`src/rtl/vm_io_pkg.sv`:
```
// rtl/vm_io_pkg.sv - shared types and constants for the VM input/output channels
package vm_io_pkg;

  typedef enum logic {
    LOAD  = 1'b0,
    SERVE = 1'b1
  } state_t;

  localparam logic OP_IN_SIZE = 1'b0;
  localparam logic OP_IN      = 1'b1;

  localparam int DEFAULT_MEMORY_ELEMENT_WIDTH = 12;

endpackage

```
`src/rtl/in_channel_controller_if.sv`:
```
// rtl/in_channel_controller_if.sv - loader, control and core request/response bundle of the input channel
interface in_channel_controller_if #(
  parameter int MemoryElementWidth = vm_io_pkg::DEFAULT_MEMORY_ELEMENT_WIDTH,
  parameter int NIn                = 2
);
  localparam int CountWidth = $clog2(NIn + 1);

  logic                          loadValid;
  logic [MemoryElementWidth-1:0] loadData;
  logic                          loadLast;
  logic                          loadReady;
  logic                          start;
  logic                          reload;
  logic                          rewind;
  logic                          reqValid;
  logic                          reqOp;
  logic                          reqReady;
  logic                          rspValid;
  logic [MemoryElementWidth-1:0] rspData;
  logic                          rspEmpty;
  logic [CountWidth-1:0]         remaining;
  logic                          serving;

  modport master (
    output loadValid, loadData, loadLast, start, reload, rewind, reqValid, reqOp,
    input  loadReady, reqReady, rspValid, rspData, rspEmpty, remaining, serving
  );

  modport slave (
    input  loadValid, loadData, loadLast, start, reload, rewind, reqValid, reqOp,
    output loadReady, reqReady, rspValid, rspData, rspEmpty, remaining, serving
  );

endinterface

```
`src/rtl/channel_buffer.sv`:
```
// rtl/channel_buffer.sv - NIn-word register file, one write port and one asynchronous read port
module channel_buffer #(
  parameter int Width     = 12,
  parameter int Depth     = 2,
  parameter int AddrWidth = 2
) (
  input  logic                 clock,
  input  logic                 wr_en,
  input  logic [AddrWidth-1:0] wr_addr,
  input  logic [Width-1:0]     wr_data,
  input  logic [AddrWidth-1:0] rd_addr,
  output logic [Width-1:0]     rd_data
);

  logic [Width-1:0] mem [Depth];

  // Contents are don't-care after reset, so the array carries no reset.
  always_ff @(posedge clock) begin
    if (wr_en && (wr_addr < AddrWidth'(Depth))) begin
      mem[wr_addr] <= wr_data;
    end
  end

  always_comb begin
    rd_data = '0;
    if (rd_addr < AddrWidth'(Depth)) begin
      rd_data = mem[rd_addr];
    end
  end

endmodule

```
`src/rtl/in_channel_controller.sv`:
```
// rtl/in_channel_controller.sv - buffers loader words, then serves the core's in/inSize requests in order
module in_channel_controller
  import vm_io_pkg::*;
#(
  parameter int MemoryElementWidth = DEFAULT_MEMORY_ELEMENT_WIDTH,
  parameter int NIn                = 2
) (
  input  logic                    clock,
  input  logic                    resetN,
  in_channel_controller_if.slave  bus
);

  localparam int CountWidth = $clog2(NIn + 1);
  localparam logic [CountWidth-1:0] CapLimit = CountWidth'(NIn);

  state_t                        state_q, state_d;
  logic [CountWidth-1:0]         count_q, count_d;
  logic [CountWidth-1:0]         rd_ptr_q, rd_ptr_d;
  logic [CountWidth-1:0]         remaining_q;
  logic                          pend_q, pend_d;
  logic                          pend_op_q, pend_op_d;
  logic                          wr_en;
  logic                          load_ready;
  logic                          req_ready;
  logic                          have_word;
  logic [MemoryElementWidth-1:0] rd_word;

  channel_buffer #(
    .Width     (MemoryElementWidth),
    .Depth     (NIn),
    .AddrWidth (CountWidth)
  ) u_buffer (
    .clock   (clock),
    .wr_en   (wr_en),
    .wr_addr (count_q),
    .wr_data (bus.loadData),
    .rd_addr (rd_ptr_q),
    .rd_data (rd_word)
  );

  // An accepted request is resolved in the following cycle against the
  // registered pointer, so a rewind lands before the request it accompanies.
  assign have_word = rd_ptr_q < count_q;

  always_ff @(posedge clock or negedge resetN) begin
    if (!resetN) begin
      state_q     <= LOAD;
      count_q     <= '0;
      rd_ptr_q    <= '0;
      remaining_q <= '0;
      pend_q      <= 1'b0;
      pend_op_q   <= OP_IN_SIZE;
    end else begin
      state_q     <= state_d;
      count_q     <= count_d;
      rd_ptr_q    <= rd_ptr_d;
      remaining_q <= count_q - rd_ptr_q;
      pend_q      <= pend_d;
      pend_op_q   <= pend_op_d;
    end
  end

  always_comb begin
    state_d    = state_q;
    count_d    = count_q;
    rd_ptr_d   = rd_ptr_q;
    pend_d     = 1'b0;
    pend_op_d  = pend_op_q;
    wr_en      = 1'b0;
    load_ready = 1'b0;
    req_ready  = 1'b0;

    // The response being presented now consumes a word before anything newer.
    if (pend_q && (pend_op_q == OP_IN) && have_word) begin
      rd_ptr_d = rd_ptr_q + CountWidth'(1);
    end

    unique case (state_q)
      LOAD: begin
        load_ready = !bus.reload && (count_q < CapLimit);
        if (bus.reload) begin
          count_d  = '0;
          rd_ptr_d = '0;
        end else begin
          if (bus.loadValid && load_ready) begin
            wr_en   = 1'b1;
            count_d = count_q + CountWidth'(1);
            if (bus.loadLast || (count_q + CountWidth'(1) == CapLimit)) begin
              state_d = SERVE;
            end
          end
          if (bus.start) begin
            state_d = SERVE;
          end
        end
      end
      SERVE: begin
        req_ready = !bus.reload;
        if (bus.reload) begin
          state_d  = LOAD;
          count_d  = '0;
          rd_ptr_d = '0;
        end else begin
          if (bus.rewind) begin
            rd_ptr_d = '0;
          end
          if (bus.reqValid) begin
            pend_d    = 1'b1;
            pend_op_d = bus.reqOp;
          end
        end
      end
      default: begin
        state_d = LOAD;
      end
    endcase
  end

  always_comb begin
    bus.rspData  = '0;
    bus.rspEmpty = 1'b0;
    if (pend_q) begin
      if (pend_op_q == OP_IN_SIZE) begin
        bus.rspData = MemoryElementWidth'(count_q - rd_ptr_q);
      end else if (have_word) begin
        bus.rspData = rd_word;
      end else begin
        bus.rspEmpty = 1'b1;
      end
    end
  end

  assign bus.rspValid  = pend_q;
  assign bus.loadReady = load_ready;
  assign bus.reqReady  = req_ready;
  assign bus.remaining = remaining_q;
  assign bus.serving   = (state_q == SERVE);

endmodule

```
`src/flat_wrapper.sv`:
```
// flat-port wrapper written by rule: the top's interface ports become plain ports
module in_channel_controller_flat import vm_io_pkg::*;
#(
  parameter int MemoryElementWidth = DEFAULT_MEMORY_ELEMENT_WIDTH,
  parameter int NIn                = 2
)
  (clock, resetN, bus_loadValid, bus_loadData, bus_loadLast, bus_start, bus_reload, bus_rewind, bus_reqValid, bus_reqOp, bus_loadReady, bus_reqReady, bus_rspValid, bus_rspData, bus_rspEmpty, bus_remaining, bus_serving);
  in_channel_controller_if #(.MemoryElementWidth(MemoryElementWidth), .NIn(NIn)) bus_i ();
  input  logic clock;
  input  logic resetN;
  input wire logic [$bits(bus_i.loadValid)-1:0] bus_loadValid;
  input wire logic [$bits(bus_i.loadData)-1:0] bus_loadData;
  input wire logic [$bits(bus_i.loadLast)-1:0] bus_loadLast;
  input wire logic [$bits(bus_i.start)-1:0] bus_start;
  input wire logic [$bits(bus_i.reload)-1:0] bus_reload;
  input wire logic [$bits(bus_i.rewind)-1:0] bus_rewind;
  input wire logic [$bits(bus_i.reqValid)-1:0] bus_reqValid;
  input wire logic [$bits(bus_i.reqOp)-1:0] bus_reqOp;
  output wire logic [$bits(bus_i.loadReady)-1:0] bus_loadReady;
  output wire logic [$bits(bus_i.reqReady)-1:0] bus_reqReady;
  output wire logic [$bits(bus_i.rspValid)-1:0] bus_rspValid;
  output wire logic [$bits(bus_i.rspData)-1:0] bus_rspData;
  output wire logic [$bits(bus_i.rspEmpty)-1:0] bus_rspEmpty;
  output wire logic [$bits(bus_i.remaining)-1:0] bus_remaining;
  output wire logic [$bits(bus_i.serving)-1:0] bus_serving;
  assign bus_i.loadValid = bus_loadValid;
  assign bus_i.loadData = bus_loadData;
  assign bus_i.loadLast = bus_loadLast;
  assign bus_i.start = bus_start;
  assign bus_i.reload = bus_reload;
  assign bus_i.rewind = bus_rewind;
  assign bus_i.reqValid = bus_reqValid;
  assign bus_i.reqOp = bus_reqOp;
  assign bus_loadReady = bus_i.loadReady;
  assign bus_reqReady = bus_i.reqReady;
  assign bus_rspValid = bus_i.rspValid;
  assign bus_rspData = bus_i.rspData;
  assign bus_rspEmpty = bus_i.rspEmpty;
  assign bus_remaining = bus_i.remaining;
  assign bus_serving = bus_i.serving;
  in_channel_controller #(.MemoryElementWidth(MemoryElementWidth), .NIn(NIn)) u_core (.clock(clock), .resetN(resetN), .bus(bus_i));
endmodule
```
`config.mk`:
```
export PLATFORM = sky130hd
export DESIGN_NAME = in_channel_controller_flat
export DESIGN_NICKNAME = d
export VERILOG_FILES = /design/src/rtl/vm_io_pkg.sv /design/src/rtl/in_channel_controller_if.sv /design/src/rtl/channel_buffer.sv /design/src/rtl/in_channel_controller.sv /design/src/flat_wrapper.sv
export SDC_FILE = /design/constraint.sdc
export NUM_CORES = 1
export LEC_CHECK = 0
export BUFFER_PORTS_ARGS = -buffer_cell sky130_fd_sc_hd__buf_2
export CAP_MARGIN = 20
export CORE_UTILIZATION = 30
export CTS_CLUSTER_SIZE = 40
export DETAILED_ROUTE_END_ITERATION = 10
export SETUP_SLACK_MARGIN = 0.3
export SLEW_MARGIN = 25
export SYNTH_ARGS = -nofsm -noshare
export SYNTH_HDL_FRONTEND = slang
export SYNTH_SLANG_ARGS = --single-unit
```
`constraint.sdc`:
```
create_clock -name clock -period 2 [get_ports clock]
set_input_delay 0 -clock clock [delete_from_list [all_inputs] [get_ports clock]]
set_output_delay 0 -clock clock [all_outputs]
set_load 0.05 [all_outputs]
```
[Word level (Yosys, flattened, before mapping)]
Memory sizes are Yosys's and may differ from the RTL's.
Index checks and enable logic that the tools add are counted.
Word-level totals
  register bits after elaboration: 9
  bits in writable memories: 24
  word-level logic and storage cells: 60
  memories kept: 1
Cells by class
  add/sub/neg operators: 4
  order comparisons: 3
  equal/unequal tests: 3
  mux-type cells: 32
  bitwise logic cells: 2
  reduce and logical (&&, ||, !) cells: 9
Memory list
  u_core.u_buffer.mem: depth 2, width 12, read ports 1, clocked after memory_dff 0, wr ports 1, RTL line channel_buffer.sv:15  | logic [Width-1:0] mem [Depth];
Operators by type and width (number)
  12-bit 2-to-1 mux: 4
  1-bit 2-to-1 mux: 18
  2-bit 2-to-1 mux: 7
  2-bit case mux with 2 select lines: 2
  1-bit logical AND: 5
  2-bit by 1-bit adder with 2-bit output (second input constant): 2
  2-bit < comparator (second input constant): 2
  3-bit by 2-bit != test with 1-bit output (second input constant): 1
  3-bit AND reduction: 1
  2-bit by 2-bit subtractor with 3-bit output: 1
  2-bit equality test (second input constant): 1
  2-bit < comparator: 1
  2-bit != test (second input constant): 1
  1-bit NOT: 2
  1-bit case mux with 2 select lines: 1
  2-bit AND reduction: 1
  2-bit subtractor: 1
  1-bit logical NOT: 1
  1-bit logical OR: 1

[Longest topological paths before layout]
Gate-level depths: netlist of the first run.
  depth in word-level cells: 9
  gate-level depth with buffers: 7
  gate-level depth less buffers: 6

[By module]
A second synthesis of the first run with hierarchy kept.
Second synthesis, totals
  cell total of the unflattened synthesis: 126
  area total of the unflattened synthesis: 1526.5 sq um
Modules (own cells, without submodules)
  channel_buffer: instances 1, cells each 52, area an instance 917.1 sq um, seq. area each 720.7 sq um
  in_channel_controller: instances 1, cells each 74, area an instance 609.3 sq um, seq. area each 225.2 sq um

[Worst setup path before layout of the first run]
Ideal clock, no wire load.
  path type: register to register
  start point: reg u_core.state_q (netlist: u_core.bus.serving)
  end point: mem u_core.u_buffer.mem[1][0] (enable)
  library setup time: 412 ps
  arrival: 2075 ps
  path slack: -487 ps
  stages on the path, launching flop included: 3
  period minus slack after synthesis: 2487 ps
  path through: dfrtp_1 > buf_2 > nor4_1
Between the ends
  cells in the longest elaborated chain, start to end: 4
RTL lines
  start, declared: RTL line in_channel_controller.sv:16  | state_t state_q, state_d;
  start signal, assigned: RTL line in_channel_controller.sv:54  | state_q <= state_d;
  1-bit 2-to-1 mux: RTL line in_channel_controller.sv:78  | unique case (state_q)
  1-bit logical AND: RTL line channel_buffer.sv:19  | if (wr_en && (wr_addr < AddrWidth'(Depth))) begin
  1-bit 2-to-1 mux: RTL line channel_buffer.sv:19
  1-bit 2-to-1 mux (implied by the code): RTL line channel_buffer.sv:20  | mem[wr_addr] <= wr_data;
  end, declared: RTL line channel_buffer.sv:15
Every way passes these cells.

[Final worst setup path of the first run]
  start point: reg u_core.rd_ptr_q[0]
  end point: out bus_rspData[4]
Between the ends
  cells in the longest elaborated chain, start to end: 5
  elaborated cells on any way between the ends: 8
  classes of those cells: add/sub: 1; order compare: 2; mux: 4; memory: 1
RTL lines
  start, declared: RTL line in_channel_controller.sv:18  | logic [CountWidth-1:0] rd_ptr_q, rd_ptr_d;
  start signal, assigned: RTL line in_channel_controller.sv:56  | rd_ptr_q <= rd_ptr_d;
  2-bit < comparator or memory 2 x 12 bit (tied branches)
  12-bit 2-to-1 mux: RTL line channel_buffer.sv:26  | if (rd_addr < AddrWidth'(Depth)) begin
  12-bit 2-to-1 mux: RTL line in_channel_controller.sv:125  | end else if (have_word) begin
  12-bit 2-to-1 mux *: RTL line in_channel_controller.sv:123  | if (pend_op_q == OP_IN_SIZE) begin
  12-bit 2-to-1 mux *: RTL line in_channel_controller.sv:122  | if (pend_q) begin
  end, declared: RTL line flat_wrapper.sv:22  | output wire logic [$bits(bus_i.rspData)-1:0] bus_rspData;
Every way passes the cells marked *; elsewhere a longest branch is shown, timed or not.

==> run_results.csv, run 1 <==
group,metric,value,unit
synth,syn_inst,114,
clock_network,clk_path_buf_depth,2,
global_routing,grt-ovfl-total,0,
detailed_routing,post_drt_via_cell_ratio,4.52,
synth,synthFlopType,"edfxtp_1",
final_layout,drive_gt1_share,60.0,%
clock_network,cts_made_buffers,5,
floorplan,num_rows,25,
setup_path,crit_start,"u_core.rd_ptr_q[0]",
sta,slew_violations,0,
setup_path,crit_path_end_kind,"output pin",
setup_path,slowest_delay,0.41,ns
floorplan,initial_core_util,31.5,%
synth,synth_area_per_cell,13.2,µm²
detailed_routing,post_drt_wl_per_cell,13.4,µm
detailed_routing,drtAntennaViolNets,0,
setup_path,worst-setup-path-type,"flip-flop to output pin",
setup_path,crit_fanout,6,
power,p_int,0.00118,W
placed_design,io_buffer_count,39,
synth,synth_xor_area_share,0,%
power,p_switching,0.000477,W
sta,skew,0.00655,ns
synth,synth-compound-area-share,9.47,%
synth,postSynth.asyncResetShare,27.3,%
final_layout,layout.nets,210,
setup_path,arrival,2.12,ns
placed_design,gp_congestion,0.800,
power,seqPwrFrac,47.8,%
synth,synth_top_family_by_area,"multiplexers",
final_layout,final_area,2520,µm²
global_routing,first_global_vias,1181,
final_layout,final_cells,252,
detailed_routing,wl,3.37,mm
synth,yosysMostFrequentCell,"edfxtp_1",
status,status,"finished, violations left",
clock_network,numClockSinks,33,
synth,synth-simple-area-share,9.63,%
power,p_clk_share,27.1,%
synth,ys_warn_count,0,
sta,finalSetupViolations,12,
sta,rsz0062_at_grt,"true",
placed_design,dp_cells,223,
clock_network,root_buffer,"clkbuf_8",
synth,yosysUniqueCellTypes,28,
global_routing,grt_max_degree,16,
placed_design,pre_cts_slack,0.0883,ns
sta,period_share,106,%
worst_hold_path,min_path_type,"primary input to flip-flop",
power,swShare,28.8,%
sta,timing.fmax,471,MHz
setup_path,slowest_stage,"dfrtp_1",
clock_network,clkLatencyLatePin,0.28,ns
status,violations,"negative setup slack",
synth,yosysTopAreaCellShare,47.8,%
floorplan,fp.coreArea,4790,µm²
setup_path,crit_chain,"ha_4 > fa_2 > a211oi_4 > buf_6 > buf_16 > nand2_2 > a21oi_4 > buf_8",
worst_hold_path,hold_path_startpoint,"bus_loadLast",
detailed_routing,vias,1138,
clock_network,cts_tree,"built",
placed_design,placed_cell_area,2060,µm²
power,power_density,656,nW/µm²
sta,relSlewSlack,78.1,%
sta,tightest_slew,0.328,ns
final_layout,syn2layout_area_growth,67.5,%
detailed_routing,firstDrtPassIters,4,
power,ir_drop,0.427,mV
synth,ys_seq_area_share,62.8,%
clock_network,cts.clk_slew.worst_paths,0.06,ns
synth,ys_seq_elements,33,
sta,finalHoldViolCount,0,
power,finalPower,0.00166,W
synth,syn_area,1510,µm²
synth,synth_edf_count,24,
setup_path,crit-reg2reg-launch,"u_core.rd_ptr_q[0]",
synth,syn_nets,139,
floorplan,die_area,5310,µm²
clock_network,htreeDepth,2,
floorplan,fp.dieW,72.9,µm
sta,worst_slack,-0.121,ns
setup_path,required,2.00,ns
sta,finalCriticalPeriod,2.12,ns
job,cap_violations,0,
setup_path,cp-start-kind,"flip-flop",
synth,synthTopCellsByArea,"edfxtp_1, dfrtp_1, mux2_2",
global_routing,grt_pass1_wl,5.36,mm
floorplan,num_io_pins,40,
power,combPwrFrac,25.1,%
synth,yosysTopAreaCell,"edfxtp_1",
synth,synthMuxAreaShare,9.72,%
synth,synth_common_cells,"edfxtp_1, a21oi_1, mux2_2, nand2_1, dfrtp_1",
placed_design,hpwl,2.25,mm
final_layout,antennaDiodeCount,0,
global_routing,antenna_found_initial,0,
detailed_routing,drc,0,
detailed_routing,first_iter_violations,26,
synth,synthAdderAreaFrac,3.82,%
floorplan,die_h,72.9,µm
global_routing,track_usage,13.9,%
power,power_leakage,0.978,nW
## placed cells by master, fill, tap and decap left out, types with 5 or more instances in the layout
cell            n
buf_2          26
edfxtp_1       24
dlygate4sd3_1  17
mux2_2         13
buf_6          12
a21oi_4        10
buf_4           9
dfrtp_1         7
nand2_2         6
nand2_4         6
clkbuf_8        5
## stage by stage
| stage | hold slack (ns) | setup TNS [ns] | utilization [%] |
|---|---|---|---|
| after global placement | -0.138 | 0 | 43.0 |
| after CTS | 0.0130 | -1.18 | 51.9 |
| after global routing | 0.0400 | -1.96 | 52.7 |
| after detailed placement | -0.135 | 0 | 43.0 |
| after floorplan | -0.296 | 0 | - |
| final | 0.0191 | -0.926 | 52.7 |
## power by group through the flow
stage	sequential [W]	combinational, W	clock, W
detailed placement	0.000805	0.000325	0
finish	0.000791	0.000415	0.000449
global placement	0.000802	0.000319	0
floorplan	0.000818	0.000222	0
CTS	0.000791	0.000410	0.000471
global route	0.000793	0.000442	0.000493
## flip-flops by register name (all words and copies together), names as in the netlist
| register | cells |
|---|---|
| u_core.pend_op_q | 1 |
| u_core.u_buffer.mem | 24 |
| u_core.rd_ptr_q | 2 |
| u_core.bus.rspValid | 1 |
| u_core.count_q | 2 |
| u_core.bus.remaining | 2 |
| u_core.bus.serving | 1 |
## cell families (layout without fill, tap and decap cells)
kind of cell / after synthesis / in the layout
buf+inv: 11 / 82
flops: 33 / 33
compound gates: 25 / 25
mux: 13 / 13
fa+ha+maj: 4 / 4
simple gates: 28 / 28
## what timing repair did
| item | CTS | global route |
|---|---|---|
| setup endpoints to repair | 15 | 15 |
| pin swaps | 7 | 1 |
| gates cloned | 1 | 0 |
| gates resized for setup | 39 | 9 |
| endpoints found under the hold margin | 37 | 0 |
| hold buffers | 17 | 0 |
| buffers inserted | 3 | 1 |
## worst max-delay path: cells and delay by family (launching register included)
family,cells,cell delay (ns)
AO/OA/AOI/OAI,2,0.39
flip-flops,1,0.41
buffers and inverters,3,0.43
AND/OR/NAND/NOR,1,0.06
adder cells (fa/ha/maj),2,0.53
## layer usage
metal | track usage [%] | wire (µm) | vias up | part of all wire (%)
met1 | 16.1 | 1450 | 532 | 43
met2 | 22.3 | 1650 | 43 | 49
met5 | 0 | 0 | - | 0
met3 | 5.25 | 213 | 6 | 6.3
met4 | 7.41 | 55 | 0 | 1.6
li1 | - | - | 557 | -
## cell type report
| type | count | area [µm²] |
|---|---|---|
| flip-flops and latches | 33 | 948 |
| clock buffers | 6 | 72.6 |
| inverters | 5 | 18.8 |
| fillers | 409 | 2260 |
| repair buffers | 70 | 616 |
| well taps | 67 | 83.8 |
| clock inverters | 1 | 3.75 |
| multi-input cells | 70 | 781 |
## path summary, 6_finish.rpt
| path | endpoint | slack (ns) | cells past startpoint |
|---|---|---|---|
| max | bus_rspData[4] | -0.12 | 8 |
| min | u_core.bus.serving | 0.02 | 3 |
| max reg2reg | u_core.rd_ptr_q[0] | 0.01 | 7 |
| min reg2reg | u_core.count_q[1] | 0.63 | 3 |
| max in group asynchronous | u_core.rd_ptr_q[1] | 1.70 | 2 |
| min in group asynchronous | u_core.bus.serving | 0.10 | 2 |
No activity file was read; power rests on OpenSTA's default activity.
==> run 2: changes to the inputs <==
Clock period 2 ns to 2.75 ns, I/O delays scaled along.
==> run 2 against run 1 <==
  * The run now ends clean
  * Global-route usage shrank 1.5 points
  * Final cell count shrank 2.8%
  * Critical path depth is the same
  * Worst hold slack lost 0.0097 ns
  * Flip-flop and latch count is the same
  * Sequential power shrank 26%
==> run_results.csv, run 2 (synthesized netlist as in run 1, its figures left out) <==
group,metric,value,unit
global_routing,track_usage,12.4,%
global_routing,grt_pass1_wl,4.82,mm
floorplan,die_h,72.9,µm
setup_path,crit_start,"u_core.count_q[0]",
detailed_routing,drtAntennaViolNets,0,
sta,slew_violations,0,
detailed_routing,vias,1081,
global_routing,grt_max_degree,16,
job,cap_violations,0,
clock_network,numClockSinks,33,
worst_hold_path,min_path_type,"primary input to flip-flop",
setup_path,worst-setup-path-type,"flip-flop to output pin",
sta,finalCriticalPeriod,2.35,ns
power,ir_drop,0.313,mV
final_layout,largest_reg_flops,24,
detailed_routing,post_drt_via_cell_ratio,4.41,
sta,period_share,85.4,%
sta,finalSetupViolations,0,
final_layout,antennaDiodeCount,0,
final_layout,top_register,"u_core.u_buffer.mem",
placed_design,io_buffer_count,39,
floorplan,initial_core_util,31.5,%
sta,finalHoldViolCount,0,
clock_network,clkLatencyLatePin,0.28,ns
sta,tightest_slew,0.517,ns
sta,skew,0.00592,ns
sta,rsz0062_at_grt,"false",
final_layout,fillers,446,
floorplan,num_rows,25,
detailed_routing,first_iter_violations,62,
floorplan,die_area,5310,µm²
floorplan,fp.dieW,72.9,µm
detailed_routing,drc,0,
setup_path,crit_fanout,12,
detailed_routing,post_drt_wl_per_cell,12.4,µm
setup_path,slowest_stage,"fa_1",
placed_design,gp_congestion,0.789,
sta,finalSetupTns,0,ns
final_layout,layout.nets,202,
final_layout,drive_gt1_share,39.3,%
global_routing,antenna_found_initial,0,
clock_network,root_buffer,"clkbuf_8",
power,power_leakage,0.856,nW
setup_path,crit-reg2reg-launch,"u_core.count_q[0]",
detailed_routing,wl,3.04,mm
sta,timing.fmax,426,MHz
sta,hold-worst-slack,0.00939,ns
power,power_density,571,nW/µm²
status,status,"completed",
setup_path,arrival,2.35,ns
setup_path,slowest_delay,0.49,ns
global_routing,grt-ovfl-total,0,
final_layout,mostFrequentLayoutCells,"buf_2, edfxtp_1, dlygate4sd3_1",
final_layout,final_common_cell,"buf_2",
clock_network,clk_path_buf_depth,2,
setup_path,required,2.75,ns
clock_network,cts_made_buffers,5,
detailed_routing,firstDrtPassIters,4,
clock_network,cts.clk_slew.worst_paths,0.07,ns
clock_network,cts_tree,"built",
floorplan,fp.coreArea,4790,µm²
global_routing,first_global_vias,1101,
final_layout,syn2layout_area_growth,38.6,%
clock_network,htreeDepth,2,
worst_hold_path,hold_path_startpoint,"bus_reload",
setup_path,crit_chain,"inv_1 > ha_1 > fa_1 > a211oi_2 > buf_4 > nand2_1 > a21oi_1 > buf_2",
sta,relSlewSlack,65.6,%
placed_design,hpwl,2.12,mm
floorplan,num_io_pins,40,
setup_path,cp-start-kind,"flip-flop",
setup_path,crit_path_end_kind,"output pin",
[run 2: changes by cell type in the layout (fill, tap and decap cells not counted), moves of 3 or more]
cell     delta
a21oi_1    +12
buf_6      -12
nand2_1    +12
a21oi_4    -10
buf_2       +7
nand2_2     -6
nand2_4     -6
buf_8       -3
[run 2: worst paths after layout]
check,endpoint,slack [ns],depth (start not counted)
worst min register to register,u_core.count_q[1],0.61,2
worst max-delay path,bus_rspData[8],0.40,8
worst max register to register,u_core.rd_ptr_q[0],0.76,6
worst min-delay path,u_core.bus.serving,0.009,2
max in group asynchronous,u_core.rd_ptr_q[1],2.47,2
min in group asynchronous,u_core.count_q[1],0.10,2
[run 2: area by class of cell]
cell class	instances	area, µm²	area share [%]
inverters	5	18.8	0.899
multi-input cells	70	508	24.3
well taps	67	83.8	4.01
flip-flops and latches	33	946	45.3
repair buffers	62	425	20.4
clock buffers	6	72.6	3.48
clock inverters	2	33.8	1.62
[run 2: per-layer routing]
metal | routed length (µm) | global-route usage (%)
met3 | 120 | 3.59
met2 | 1630 | 22.0
met1 | 1250 | 13.3
met4 | 46 | 6.32
met5 | 0 | 0
[run 2: power by group]
group | internal [W] | switching [W]
sequential | 0.000556 | 0.0000255
clock | 0.000267 | 0.000166
combinational | 0.0000731 | 0.000104
[run 2: critical path: cells and delay by family, from the launching register on]
family          cells  cell delay [ns]
fa+ha+maj           2             0.70
buf+inv             3             0.58
flops               1             0.39
compound gates      2             0.32
simple gates        1             0.07
[run 2: what timing repair did]
action                                  in CTS  in global routing
buffers inserted                             0                  2
resized for setup                            1                 10
hold buffers                                17                  0
hold endpoints to repair                    37                  0
endpoints found under the setup margin       1                 12
[run 2: through the flow]
stage | instances | cell area [µm²] | setup WS, ns | total power, W | util [%]
after floorplan | 114 | 1510 | 0.263 | 0.000694 | -
after global placement | 218 | 1780 | 0.674 | 0.000742 | 37.2
after detailed placement | 218 | 1780 | 0.626 | 0.000746 | 37.2
after CTS | 243 | 2060 | 0.312 | 0.00120 | 43.0
after global routing | 245 | 2090 | 0.318 | 0.00124 | 43.6
final | 245 | 2090 | 0.401 | 0.00119 | 43.6
